## src/rtl/alu_ctrl_seq_if.sv

```systemverilog
`default_nettype none
// ============================================================================
// Module      : alu_ctrl_seq_if
// Description : ID-stage instruction bus into alu_ctrl_seq and the decoded
//               ALU / mult-div sequencer outputs coming back.
// Revision    : 1.0 - initial release
// ============================================================================
interface alu_ctrl_seq_if #(
  parameter int CODE_W = 4
);
  logic              valid;
  logic              flush;
  logic [2:0]        aluop;
  logic [5:0]        funct;
  logic [CODE_W-1:0] alu_code;
  logic              out_valid;
  logic              illegal;
  logic              stall;
  logic              md_start;
  logic [1:0]        md_op;
  logic              md_busy;
  logic              hilo_we;

  // Pipeline side: presents the instruction and consumes the decode results
  modport master (
    output valid, flush, aluop, funct,
    input  alu_code, out_valid, illegal, stall, md_start, md_op, md_busy, hilo_we
  );

  // Controller side
  modport slave (
    input  valid, flush, aluop, funct,
    output alu_code, out_valid, illegal, stall, md_start, md_op, md_busy, hilo_we
  );
endinterface
`default_nettype wire

```

## src/rtl/alu_ctrl_seq.sv

```systemverilog
`default_nettype none
// ============================================================================
// Module      : alu_ctrl_seq
// Description : ALU control decoder with a fixed-latency mult/div sequencer.
//               Decodes aluop/funct into a registered alu_code, launches the
//               multi-cycle HI/LO datapath and stalls HI/LO users while busy.
//               Optional macro ALU_CTRL_SEQ_DIV_EN enables div/divu sequencing;
//               without it div/divu decode as illegal.
// Revision    : 1.0 - initial release
// ============================================================================
module alu_ctrl_seq #(
  parameter int CODE_W  = 4,
  parameter int MUL_LAT = 4,
  parameter int DIV_LAT = 33
) (
  input  logic          clk,
  input  logic          rst,
  alu_ctrl_seq_if.slave bus
);

  localparam int MAX_LAT = (MUL_LAT > DIV_LAT) ? MUL_LAT : DIV_LAT;
  localparam int CNT_W   = (MAX_LAT > 1) ? $clog2(MAX_LAT) : 1;

  localparam logic [CNT_W-1:0] MUL_LD = CNT_W'(MUL_LAT - 1);
`ifdef ALU_CTRL_SEQ_DIV_EN
  localparam logic [CNT_W-1:0] DIV_LD = CNT_W'(DIV_LAT - 1);
`endif

  localparam logic [1:0] ST_IDLE = 2'd0;
  localparam logic [1:0] ST_RUN  = 2'd1;
  localparam logic [1:0] ST_DONE = 2'd2;

  logic [1:0]       state;
  logic [CNT_W-1:0] cnt;
  logic [3:0]       dec_code;
  logic             dec_ill;
  logic             is_mul;
  logic             is_div;
  logic             is_hilo;
  logic             accept;
  logic             start;

  // Instruction decode: 4-bit ALU code plus classification of HI/LO users
  always_comb begin
    dec_code = 4'b0011;
    dec_ill  = 1'b0;
    is_mul   = 1'b0;
    is_div   = 1'b0;
    is_hilo  = 1'b0;
    if (bus.aluop == 3'b000) begin
      case (bus.funct)
        6'b000000, 6'b000100: dec_code = 4'b0000;
        6'b000010, 6'b000110: dec_code = 4'b0001;
        6'b000011, 6'b000111: dec_code = 4'b0010;
        6'b100001, 6'b001001: dec_code = 4'b0011;
        6'b100011:            dec_code = 4'b1010;
        6'b100100:            dec_code = 4'b0101;
        6'b100101:            dec_code = 4'b0110;
        6'b100110:            dec_code = 4'b0111;
        6'b100111:            dec_code = 4'b1000;
        6'b101010:            dec_code = 4'b0100;
        6'b011000, 6'b011001: is_mul   = 1'b1;
`ifdef ALU_CTRL_SEQ_DIV_EN
        6'b011010, 6'b011011: is_div   = 1'b1;
`else
        6'b011010, 6'b011011: dec_ill  = 1'b1;
`endif
        6'b010000, 6'b010001,
        6'b010010, 6'b010011: is_hilo  = 1'b1;
        default:              dec_ill  = 1'b1;
      endcase
    end else begin
      case (bus.aluop)
        3'b001:  dec_code = 4'b0011;
        3'b010:  dec_code = 4'b0101;
        3'b011:  dec_code = 4'b0110;
        3'b100:  dec_code = 4'b0111;
        3'b101:  dec_code = 4'b0000;
        3'b110:  dec_code = 4'b0100;
        default: dec_code = 4'b1001;
      endcase
    end
  end

  // HI/LO users wait for the sequencer; everything else flows through
  assign bus.stall = bus.valid & ~bus.flush & (state != ST_IDLE)
                   & (is_mul | is_div | is_hilo);
  assign accept    = bus.valid & ~bus.flush & ~bus.stall;
  assign start     = accept & (is_mul | is_div) & (state == ST_IDLE);

  assign bus.md_busy = (state != ST_IDLE);
  assign bus.hilo_we = (state == ST_DONE);

  // EX-stage decode register; alu_code holds across bubbles
  always_ff @(posedge clk) begin
    if (!rst) begin
      bus.alu_code  <= '0;
      bus.out_valid <= 1'b0;
      bus.illegal   <= 1'b0;
    end else if (accept) begin
      bus.alu_code  <= CODE_W'(dec_code);
      bus.out_valid <= 1'b1;
      bus.illegal   <= dec_ill;
    end else begin
      bus.out_valid <= 1'b0;
      bus.illegal   <= 1'b0;
    end
  end

  // Mult/div sequencer: IDLE -> RUN (count down) -> DONE (write HI/LO)
  always_ff @(posedge clk) begin
    if (!rst) begin
      state        <= ST_IDLE;
      cnt          <= '0;
      bus.md_start <= 1'b0;
      bus.md_op    <= 2'b00;
    end else begin
      bus.md_start <= start;
      case (state)
        ST_IDLE: begin
          if (start) begin
            state     <= ST_RUN;
            bus.md_op <= {is_div, bus.funct[0]};
`ifdef ALU_CTRL_SEQ_DIV_EN
            cnt       <= is_div ? DIV_LD : MUL_LD;
`else
            cnt       <= MUL_LD;
`endif
          end
        end
        ST_RUN: begin
          if (cnt == '0) begin
            state <= ST_DONE;
          end else begin
            cnt <= cnt - 1'b1;
          end
        end
        ST_DONE: state <= ST_IDLE;
        default: state <= ST_IDLE;
      endcase
    end
  end

endmodule
`default_nettype wire

```

## src/flat_wrapper.sv

```systemverilog
// flat-port wrapper written by rule: the top's interface ports become plain ports
module alu_ctrl_seq_flat 
#(
  parameter int CODE_W  = 4,
  parameter int MUL_LAT = 4,
  parameter int DIV_LAT = 33
)
  (clk, rst, bus_valid, bus_flush, bus_aluop, bus_funct, bus_alu_code, bus_out_valid, bus_illegal, bus_stall, bus_md_start, bus_md_op, bus_md_busy, bus_hilo_we);
  alu_ctrl_seq_if #(.CODE_W(CODE_W)) bus_i ();
  input  logic clk;
  input  logic rst;
  input wire logic [$bits(bus_i.valid)-1:0] bus_valid;
  input wire logic [$bits(bus_i.flush)-1:0] bus_flush;
  input wire logic [$bits(bus_i.aluop)-1:0] bus_aluop;
  input wire logic [$bits(bus_i.funct)-1:0] bus_funct;
  output wire logic [$bits(bus_i.alu_code)-1:0] bus_alu_code;
  output wire logic [$bits(bus_i.out_valid)-1:0] bus_out_valid;
  output wire logic [$bits(bus_i.illegal)-1:0] bus_illegal;
  output wire logic [$bits(bus_i.stall)-1:0] bus_stall;
  output wire logic [$bits(bus_i.md_start)-1:0] bus_md_start;
  output wire logic [$bits(bus_i.md_op)-1:0] bus_md_op;
  output wire logic [$bits(bus_i.md_busy)-1:0] bus_md_busy;
  output wire logic [$bits(bus_i.hilo_we)-1:0] bus_hilo_we;
  assign bus_i.valid = bus_valid;
  assign bus_i.flush = bus_flush;
  assign bus_i.aluop = bus_aluop;
  assign bus_i.funct = bus_funct;
  assign bus_alu_code = bus_i.alu_code;
  assign bus_out_valid = bus_i.out_valid;
  assign bus_illegal = bus_i.illegal;
  assign bus_stall = bus_i.stall;
  assign bus_md_start = bus_i.md_start;
  assign bus_md_op = bus_i.md_op;
  assign bus_md_busy = bus_i.md_busy;
  assign bus_hilo_we = bus_i.hilo_we;
  alu_ctrl_seq #(.CODE_W(CODE_W), .MUL_LAT(MUL_LAT), .DIV_LAT(DIV_LAT)) u_core (.clk(clk), .rst(rst), .bus(bus_i));
endmodule
```

## config.mk

```make
export PLATFORM = sky130hd
export DESIGN_NAME = alu_ctrl_seq_flat
export DESIGN_NICKNAME = d
export VERILOG_FILES = /design/src/rtl/alu_ctrl_seq_if.sv /design/src/rtl/alu_ctrl_seq.sv /design/src/flat_wrapper.sv
export SDC_FILE = /design/constraint.sdc
export NUM_CORES = 1
export LEC_CHECK = 0
export BUFFER_PORTS_ARGS = -buffer_cell sky130_fd_sc_hd__buf_2
export CAP_MARGIN = 20
export CORE_MARGIN = 2
export CORE_UTILIZATION = 55
export DETAILED_ROUTE_END_ITERATION = 6
export PLACE_DENSITY = 0.79
export SETUP_SLACK_MARGIN = 0.15
export SYNTH_ARGS = -nofsm -noshare
export SYNTH_HDL_FRONTEND = slang
export SYNTH_SLANG_ARGS = --single-unit
```

## constraint.sdc

```tcl
create_clock -name clk -period 4 [get_ports clk]
set_input_delay 0.2 -clock clk [delete_from_list [all_inputs] [get_ports clk]]
set_output_delay 0.2 -clock clk [all_outputs]
set_load 0.01 [all_outputs]
```

======== Word level (Yosys, flattened, before mapping) ========
Index checks and enable logic that the tools add are counted.
operators by class
  add/subtract/negate cells ............... 1
  multiply operators ...................... 0
  divide/modulo/power cells ............... 0
  order comparisons ....................... 0
  eq/ne operators ......................... 30
  shifts and indexed selects .............. 0
  mux-type cells .......................... 15
  bitwise operators ....................... 9
  reduce and logical (&&, ||, !) cells .... 16
operators by type and width
  cell                                                                      number
  6-bit == test (second input constant)                                     7
  6-bit by 5-bit == test with 1-bit output (second input constant)          6
  4-bit one-hot mux with 9 select lines                                     1
  4-bit one-hot mux with 6 select lines                                     1
  20-bit OR reduction                                                       1
  6-bit by 3-bit == test with 1-bit output (second input constant)          3
  6-bit by 2-bit == test with 1-bit output (second input constant)          2
  6-bit zero test                                                           2
  6-bit two-way mux                                                         2
  6-bit one-hot mux with 2 select lines                                     1
  3-bit == test (second input constant)                                     3
  2-bit OR reduction                                                        4
  1-bit bitwise AND                                                         6
  3-bit by 2-bit == test with 1-bit output (second input constant)          2
  6-bit by 4-bit == test with 1-bit output (second input constant)          1
  1-bit two-way mux                                                         6
  3-bit AND reduction                                                       2
  6-bit by 1-bit subtractor with 6-bit output (second input constant)       1
  2-bit two-way mux                                                         2
  4-bit two-way mux                                                         1
  2-bit by 1-bit inequality test with 1-bit output (second input constant)  2
  2-bit one-hot mux with 2 select lines                                     1
  2-bit AND reduction                                                       2
  2-bit nonzero test                                                        2
  9 further kinds                                                           10
storage, ports and cells
  register bits after elaboration ......... 16
  latch bits .............................. 0
  memory bits (writable) .................. 0
  memory bits (read-only) ................. 0
  input bits .............................. 13
  memories kept ........................... 0

======== Depth between registers and ports, before layout ========
Gate-level depths: netlist of run 1.
  depth in word-level cells ............... 12
  gate-level depth with buffers ........... 6
  depth with buffers taken out ............ 6

======== Worst setup path before layout of run 1 ========
OpenSTA, ideal clock, no wires.
  path type ............................... reg-to-reg
  from .................................... reg u_core.cnt[2]
  to ...................................... reg u_core.cnt[0]
  library setup time ...................... 0.116 ns
  arrival ................................. 1.206 ns
  data required time ...................... 3.884 ns
  setup slack ............................. 2.678 ns
  stages on the path, launching flop included .. 5
  buffers on the path ..................... 0
  cell sequence ........................... dfxtp_1 > nor4_1 > a21boi_2 > nand2b_1 > o211a_1
on the way
  cells in the longest elaborated chain, start to end .. 3
RTL lines
  element                                 line                 source
  start, declared                         alu_ctrl_seq.sv:34   logic [CNT_W-1:0] cnt;
  start signal, assigned                  alu_ctrl_seq.sv:135  cnt <= cnt - 1'b1;
  6-bit zero test                         alu_ctrl_seq.sv:132  if (cnt == '0) begin
  2-bit inequality test (no source line)  n/a
  3-bit AND reduction (no source line)    n/a
No other way between the ends.
A chain may end at the register's enable or synchronous reset.

======== Final worst setup path of run 1 ========
  from .................................... reg u_core.cnt[2]
  to ...................................... reg u_core.cnt[1]
Same word-level chain as after synthesis.

==> metrics.md, run 1 <==
| Metric | Value |
|---|---|
| Status | complete, no violations |
| Pwr dens | 263 nW/um^2 |
| Worst min-delay path class | in -> reg |
| Period utilization | 0.371 |
| Total Nets Final | 144 |
| Largest net degree at the start of global routing | 13 |
| Hold_buf cts | 0 |
| Setup Skew | 0.00120 ns |
| CTS root buffer | clkbuf_4 |
| Clock Sinks | 16 |
| Synth top area share | 0.312 |
| Die Wd | 47.2 um |
| Hold Violations, Final | 0 |
| CP startpoint kind | flip-flop |
| Via count | 842 |
| Grt ovf | 0 |
| Standard-cell rows | 15 |
| Syn-to-layout area delta | 9.99% |
| Crit Path Category | reg -> reg |
| Synth Area in XOR/XNOR | 0.0597 |
| F_max | 675 MHz |
| TritonRoute pass-1 iters | 4 |
| Post-Synth Simple-Gate Area | 0.323 |
| Async S/R FF share, synth | 0 |
| Initial core utilization | 0.589 |
| Power consumption | 0.297 mW |
| Shortest period the worst path allows | 1.48 ns |
| YS warnings | 0 |
| Residual DRC | 0 |
| Layout cells sized above 1 | 0.283 |
| Leak | 0.504 nW |
| Final WS setup | 2.52 ns |
| Clk Latency, worst-skew pair | 0.28 ns |
| Syn nets | 124 |
| CP Max Fanout | 7 |
| Post-Place Setup Slack | 2.51 ns |
| Worst Path Arrival | 1.66 ns |
| Commonest cells post-synth | dfxtp_1, nor2_1, nand2_1, nand3_1, xor2_1 |
| RSZ-0062 raised after global routing | no |
| Compound-Gate Fraction of Synth Area | 0.192 |
| Gpl congestion | 0.815 |
| Vias per cell | 5.54 |
| Largest family of logic cells by synthesized area | simple AND/OR/NAND/NOR gates |
| Ports | 25 |
| First-pass GRT wire length | 3.25 mm |
| Longest Clk Path Bufs | 2 |
| Routed WL | 1.98 mm |
| Port buffer count | 23 |
| Iter 0 DRT Violations | 9 |
| Synth area leader | dfxtp_1 |
| Final setup violation count | 0 |
| CORE AREA | 1750 sq um |
| Post-synthesis sequential area ratio | 0.312 |
| CTS buffer count | 3 |
| ANT cells | 0 |
| Largest cells by area after synthesis | dfxtp_1, xor2_1, buf_6 |
| Mux share of post-synthesis cell area | 0.00974 |
| Final Slew Violations | 0 |
| Critical Path RT | 4.18 ns |
| Final core occ | 0.647 |
| Adder-Cell Fraction of Synth Area | 0.0244 |
| Post-route insts no fill | 152 |
| Seq cells post-synth | 16 |
| H-tree Lvls | 1 |
| Gr usage total | 0.204 |
| CTS tree | done |
| Drt wl/cell | 13.0 um |
| Top-count cell post-synth | dfxtp_1 |
| Avg Inst Size Synth | 9.42 sq um |
| Predominant post-synthesis flop cell | dfxtp_1 |
| Die ar. | 2230 sq um |
| Setup bufs post-CTS | 0 |
| Worst Setup End Kind | flip-flop |
| Worst vdd ir | 0.236 mV |
| PostCTS Resize Cnt | 0 |
| Clk slew on worst S/H paths | 0.08 ns |
| Die Y | 47.2 um |
| Antenna violations before repair | 0 |
| Library cells used by synthesis | 44 |
| Antenna Violating Nets Remaining | 0 |
| Cell Count Post-Placement | 149 |
| Fillers | 166 |
| Number of synthesized flops with an enable pin | 0 |
| Maxcap violations | 0 |
| Synth Cell Area | 1030 sq um |
| HPWL Detailed | 1.53 mm |
| Gate Count Post-Synth | 109 |
| Vias in the first global route | 733 |
| Setup_tns | 0 ns |
power breakdown:
part / switching, mW / leakage [nW] / internal [mW] / total [mW]
clock: 0.0471 / 0.0138 / 0.0350 / 0.0821
combinational: 0.0311 / 0.361 / 0.0205 / 0.0516
sequential: 0.00127 / 0.130 / 0.162 / 0.164
through the flow:
stage          area [sq um]  hold slack [ns]
2_1_floorplan          1030            0.342
3_3_place_gp           1110            0.480
3_5_place_dp           1110            0.484
4_1_cts                1130            0.237
5_1_grt                1130            0.247
6_report               1130            0.245
worst max-delay path, stage by stage, from the launching register on:
cell and delay (ns):
dfxtp_1 0.35, nor4_1 0.42, a21boi_2 0.18, nand2b_1 0.21, o211a_1 0.22
registers in the layout, summed over array words and instances (netlist names):
signal	cells
u_core.cnt	6
u_core.bus.illegal	1
u_core.bus.out_valid	1
u_core.bus.alu_code	4
u_core.bus.md_start	1
u_core.bus.md_op	1
u_core.state	2
layout make-up:
class | count | area (sq um) | area share
flip-flops and latches | 16 | 320 | 0.284
well taps | 25 | 31.3 | 0.0277
inverters | 3 | 11.3 | 0.00997
repair buffers | 23 | 115 | 0.102
multi-input cells | 82 | 629 | 0.557
clock buffers | 3 | 22.5 | 0.0199
cell families after synthesis:
group                      after synthesis
other                                    1
adders and majority gates                2
and+or+nand+nor                         49
DFF                                     16
xor gates and xnor gates                 7
buffers and inverters                   11
muxes                                    1
AOI/OAI and AO/OA                       22
placed cells by master (no fill, tap or decap), types with 2 or more instances in the layout:
master	Yosys	final
ha_1	2	2
a21oi_1	4	4
nor4_1	2	2
or3b_1	2	2
nand2_1	6	6
dfxtp_1	16	16
and4_1	3	3
nand3_1	6	6
nor3b_1	2	2
inv_1	3	3
xor2_1	6	6
nor2_1	7	7
nand2b_1	3	3
buf_2	2	23
o21ai_0	3	3
nor3_1	4	4
clkbuf_4	0	3
o211a_1	4	4
a31oi_1	2	2
nor2b_1	4	4
worst paths after layout:
path / startpoint / cells after the start / slack [ns] / endpoint
setup / recovery: u_core.cnt[2] / 4 / 2.52 / u_core.cnt[1]
hold / removal: rst / 2 / 0.25 / u_core.bus.alu_code[3]
setup reg to reg: u_core.cnt[2] / 4 / 2.52 / u_core.cnt[1]
hold reg to reg: u_core.bus.alu_code[3] / 1 / 0.50 / u_core.bus.alu_code[3]
metal layers:
metal,wire (um),GRT usage,vias up
li1,-,-,437
met1,910,0.283,362
met2,884,0.315,41
met3,179,0.0577,2
met4,8,0.0444,0
met5,0,0,-
Note: power is estimated with default switching activity, not from simulation.
==> inputs of run 2 (changes only) <==
--- a/config.mk
+++ b/config.mk
@@ -8,9 +8,9 @@
 export BUFFER_PORTS_ARGS = -buffer_cell sky130_fd_sc_hd__buf_2
 export CAP_MARGIN = 20
 export CORE_MARGIN = 2
-export CORE_UTILIZATION = 55
+export CORE_UTILIZATION = 47
 export DETAILED_ROUTE_END_ITERATION = 6
-export PLACE_DENSITY = 0.79
+export PLACE_DENSITY = 0.71
 export SETUP_SLACK_MARGIN = 0.15
 export SYNTH_ARGS = -nofsm -noshare
 export SYNTH_HDL_FRONTEND = slang
==> constraint.sdc (replaced) <==
create_clock -name clk -period 1.3 [get_ports clk]
set_input_delay 0.065 -clock clk [delete_from_list [all_inputs] [get_ports clk]]
set_output_delay 0.065 -clock clk [all_outputs]
set_load 0.01 [all_outputs]
==> run 2 against run 1 <==
The flow now finishes with violations (negative setup slack). Highest routed layer unchanged. Combinational power increased to 3.8 times the previous value. Worst hold slack got worse by 0.11 ns. Utilization increased by 2.9 points. Count of clock-buffer cells in the layout unchanged. Via count increased by 10%. Routed wire length increased by 16%. Die area increased by 16%. Flip-flop and latch count unchanged. Cell count increased by 12%. Maximum frequency increased by 11%.
==> metrics.md, run 2 (synthesis results as in run 1) <==
| Metric | Value |
|---|---|
| CP cell instances | or2_4 -> nor3b_4 -> nand3_4 -> mux2i_1 -> nor2b_1 |
| Worst r2r src | u_core.state[1] |
| Hold_sp | rst |
| Largest net degree at the start of global routing | 13 |
| R2R Setup Slk | -0.03 ns |
| CP Max Fanout | 4 |
| Ports | 25 |
| Gr usage total | 0.206 |
| Worst vdd ir | 0.902 mV |
| Worst Path Arrival | 1.51 ns |
| Shortest period the worst path allows | 1.33 ns |
| Via count | 928 |
| Cell Count Post-Placement | 165 |
| Post-route insts no fill | 170 |
| Reg2Reg Depth | 5 |
| Violated checks | negative setup slack |
| Residual DRC | 0 |
| CP Buf/Inv Count | 0 |
| Vias in the first global route | 922 |
| Port buffer count | 23 |
| Crit Path Category | reg -> reg |
| Die Y | 50.8 um |
| Critical Path RT | 1.48 ns |
| HPWL Detailed | 1.74 mm |
| First-pass GRT wire length | 3.97 mm |
| Setup Skew | 0.00463 ns |
| Final WS setup | -0.0303 ns |
| Drt wl/cell | 13.6 um |
| CTS buffer count | 3 |
| R2R Path End | u_core.bus.md_op[0] |
| Leak | 0.602 nW |
| Vias per cell | 5.46 |
| TritonRoute pass-1 iters | 4 |
| H-tree Lvls | 1 |
| ANT cells | 0 |
| Power consumption | 0.954 mW |
| Clk Latency, worst-skew pair | 0.28 ns |
| Clk slew on worst S/H paths | 0.09 ns |
| Fillers | 167 |
| Largest register FFs | 6 |
| Worst min-delay path class | in -> reg |
| Top delay family on crit path | simple AND/OR/NAND/NOR gates |
| Die ar. | 2580 sq um |
| Syn-to-layout area delta | 31.8% |
| Final core occ | 0.676 |
| Layout cells sized above 1 | 0.469 |
| Critical Path Sink | u_core.bus.md_op[0] |
| Hold_buf cts | 0 |
| Final Slew Violations | 0 |
| Routed WL | 2.31 mm |
| Status | finished, violations left |
| CP startpoint kind | flip-flop |
| Grt ovf | 0 |
| F_max | 752 MHz |
| CORE AREA | 2000 sq um |
| Final setup violation count | 2 |
| Crit path max-delay cell type | dfxtp_2 |
| Clock Sinks | 16 |
| Iter 0 DRT Violations | 16 |
| Commonest non-fill, non-tap cell in the layout | buf_2 |
| Period utilization | 1.02 |
| Gpl congestion | 0.847 |
| Worst Setup End Kind | flip-flop |
| Antenna violations before repair | 0 |
| Hold Violations, Final | 0 |
| Top reg by flops | u_core.cnt |
| Most frequent cells in the layout | buf_2, buf_4, dfxtp_1 |
| RSZ-0062 raised after global routing | yes |
| Total Nets Final | 160 |
| Largest registers | u_core.cnt (6), u_core.bus.alu_code (4), u_core.state (2) |
| CTS tree | done |
| CP peak stage delay | 0.35 ns |
| Hold Path Cell Cnt | 3 |
| CP Depth | 5 |
| Initial core utilization | 0.513 |
| Longest Clk Path Bufs | 2 |
| CTS root buffer | clkbuf_4 |
| Pwr dens | 705 nW/um^2 |
| Die Wd | 50.8 um |
| Antenna Violating Nets Remaining | 0 |
| Standard-cell rows | 16 |
| Maxcap violations | 0 |
| Critical Path Source | u_core.state[1] |
run 2: changes by cell type in the layout (fill, tap and decap cells not counted), moves of 3 or more:
cell / previous run / this run
buf_6: 0 / 3
dfxtp_2: 0 / 4
buf_4: 0 / 13
dfxtp_1: 16 / 12
run 2: worst register-to-register path, cell delays in order, from the launching register on:
cell     delay [ns]
dfxtp_2        0.35
or2_4          0.28
nor3b_4        0.23
nand3_4        0.13
mux2i_1        0.18
nor2b_1        0.06
run 2: routing by layer:
layer | vias to the layer above | part of all wire | global-route usage
li1 | 466 | - | -
met4 | 0 | 0.0056 | 0.0315
met2 | 23 | 0.49 | 0.360
met1 | 437 | 0.45 | 0.250
met3 | 2 | 0.052 | 0.0685
met5 | - | 0 | 0
run 2: cell type report:
type	instances	area, sq um	area share
well taps	27	33.8	0.0250
multi-input cells	82	714	0.528
clock buffers	3	22.5	0.0166
inverters	3	11.3	0.00832
flip-flops and latches	16	325	0.240
repair buffers	39	246	0.182
run 2: how the worst min path moves through the flow:
stage | endpoint | slack [ns]
floorplan | u_core.bus.out_valid | 0.21
global placement | u_core.cnt[0] | 0.40
detailed placement | u_core.cnt[0] | 0.42
CTS | u_core.bus.alu_code[0] | 0.13
global route | u_core.bus.alu_code[0] | 0.14
finish | u_core.bus.alu_code[0] | 0.13
run 2: per-stage QoR:
| stage | TNS [ns] | setup WS (ns) | area [sq um] | hold WS [ns] |
|---|---|---|---|---|
| 5_1_grt | -0.847 | -0.100 | 1350 | 0.137 |
| 3_5_place_dp | -0.0915 | -0.0312 | 1230 | 0.418 |
| 4_1_cts | -0.0168 | -0.0168 | 1320 | 0.128 |
| 3_3_place_gp | 0 | 0.00681 | 1230 | 0.401 |
| 2_1_floorplan | 0 | 0.0680 | 1040 | 0.207 |
| 6_report | -0.0439 | -0.0303 | 1350 | 0.130 |
run 2: timing repair:
item,CTS,global route
pin swaps,6,4
buffers inserted,2,0
resized for setup,15,6
endpoints found under the setup margin,14,14
run 2: report_power, final:
part | switching (mW) | internal [mW]
sequential | 0.00509 | 0.500
clock | 0.144 | 0.108
combinational | 0.108 | 0.0897
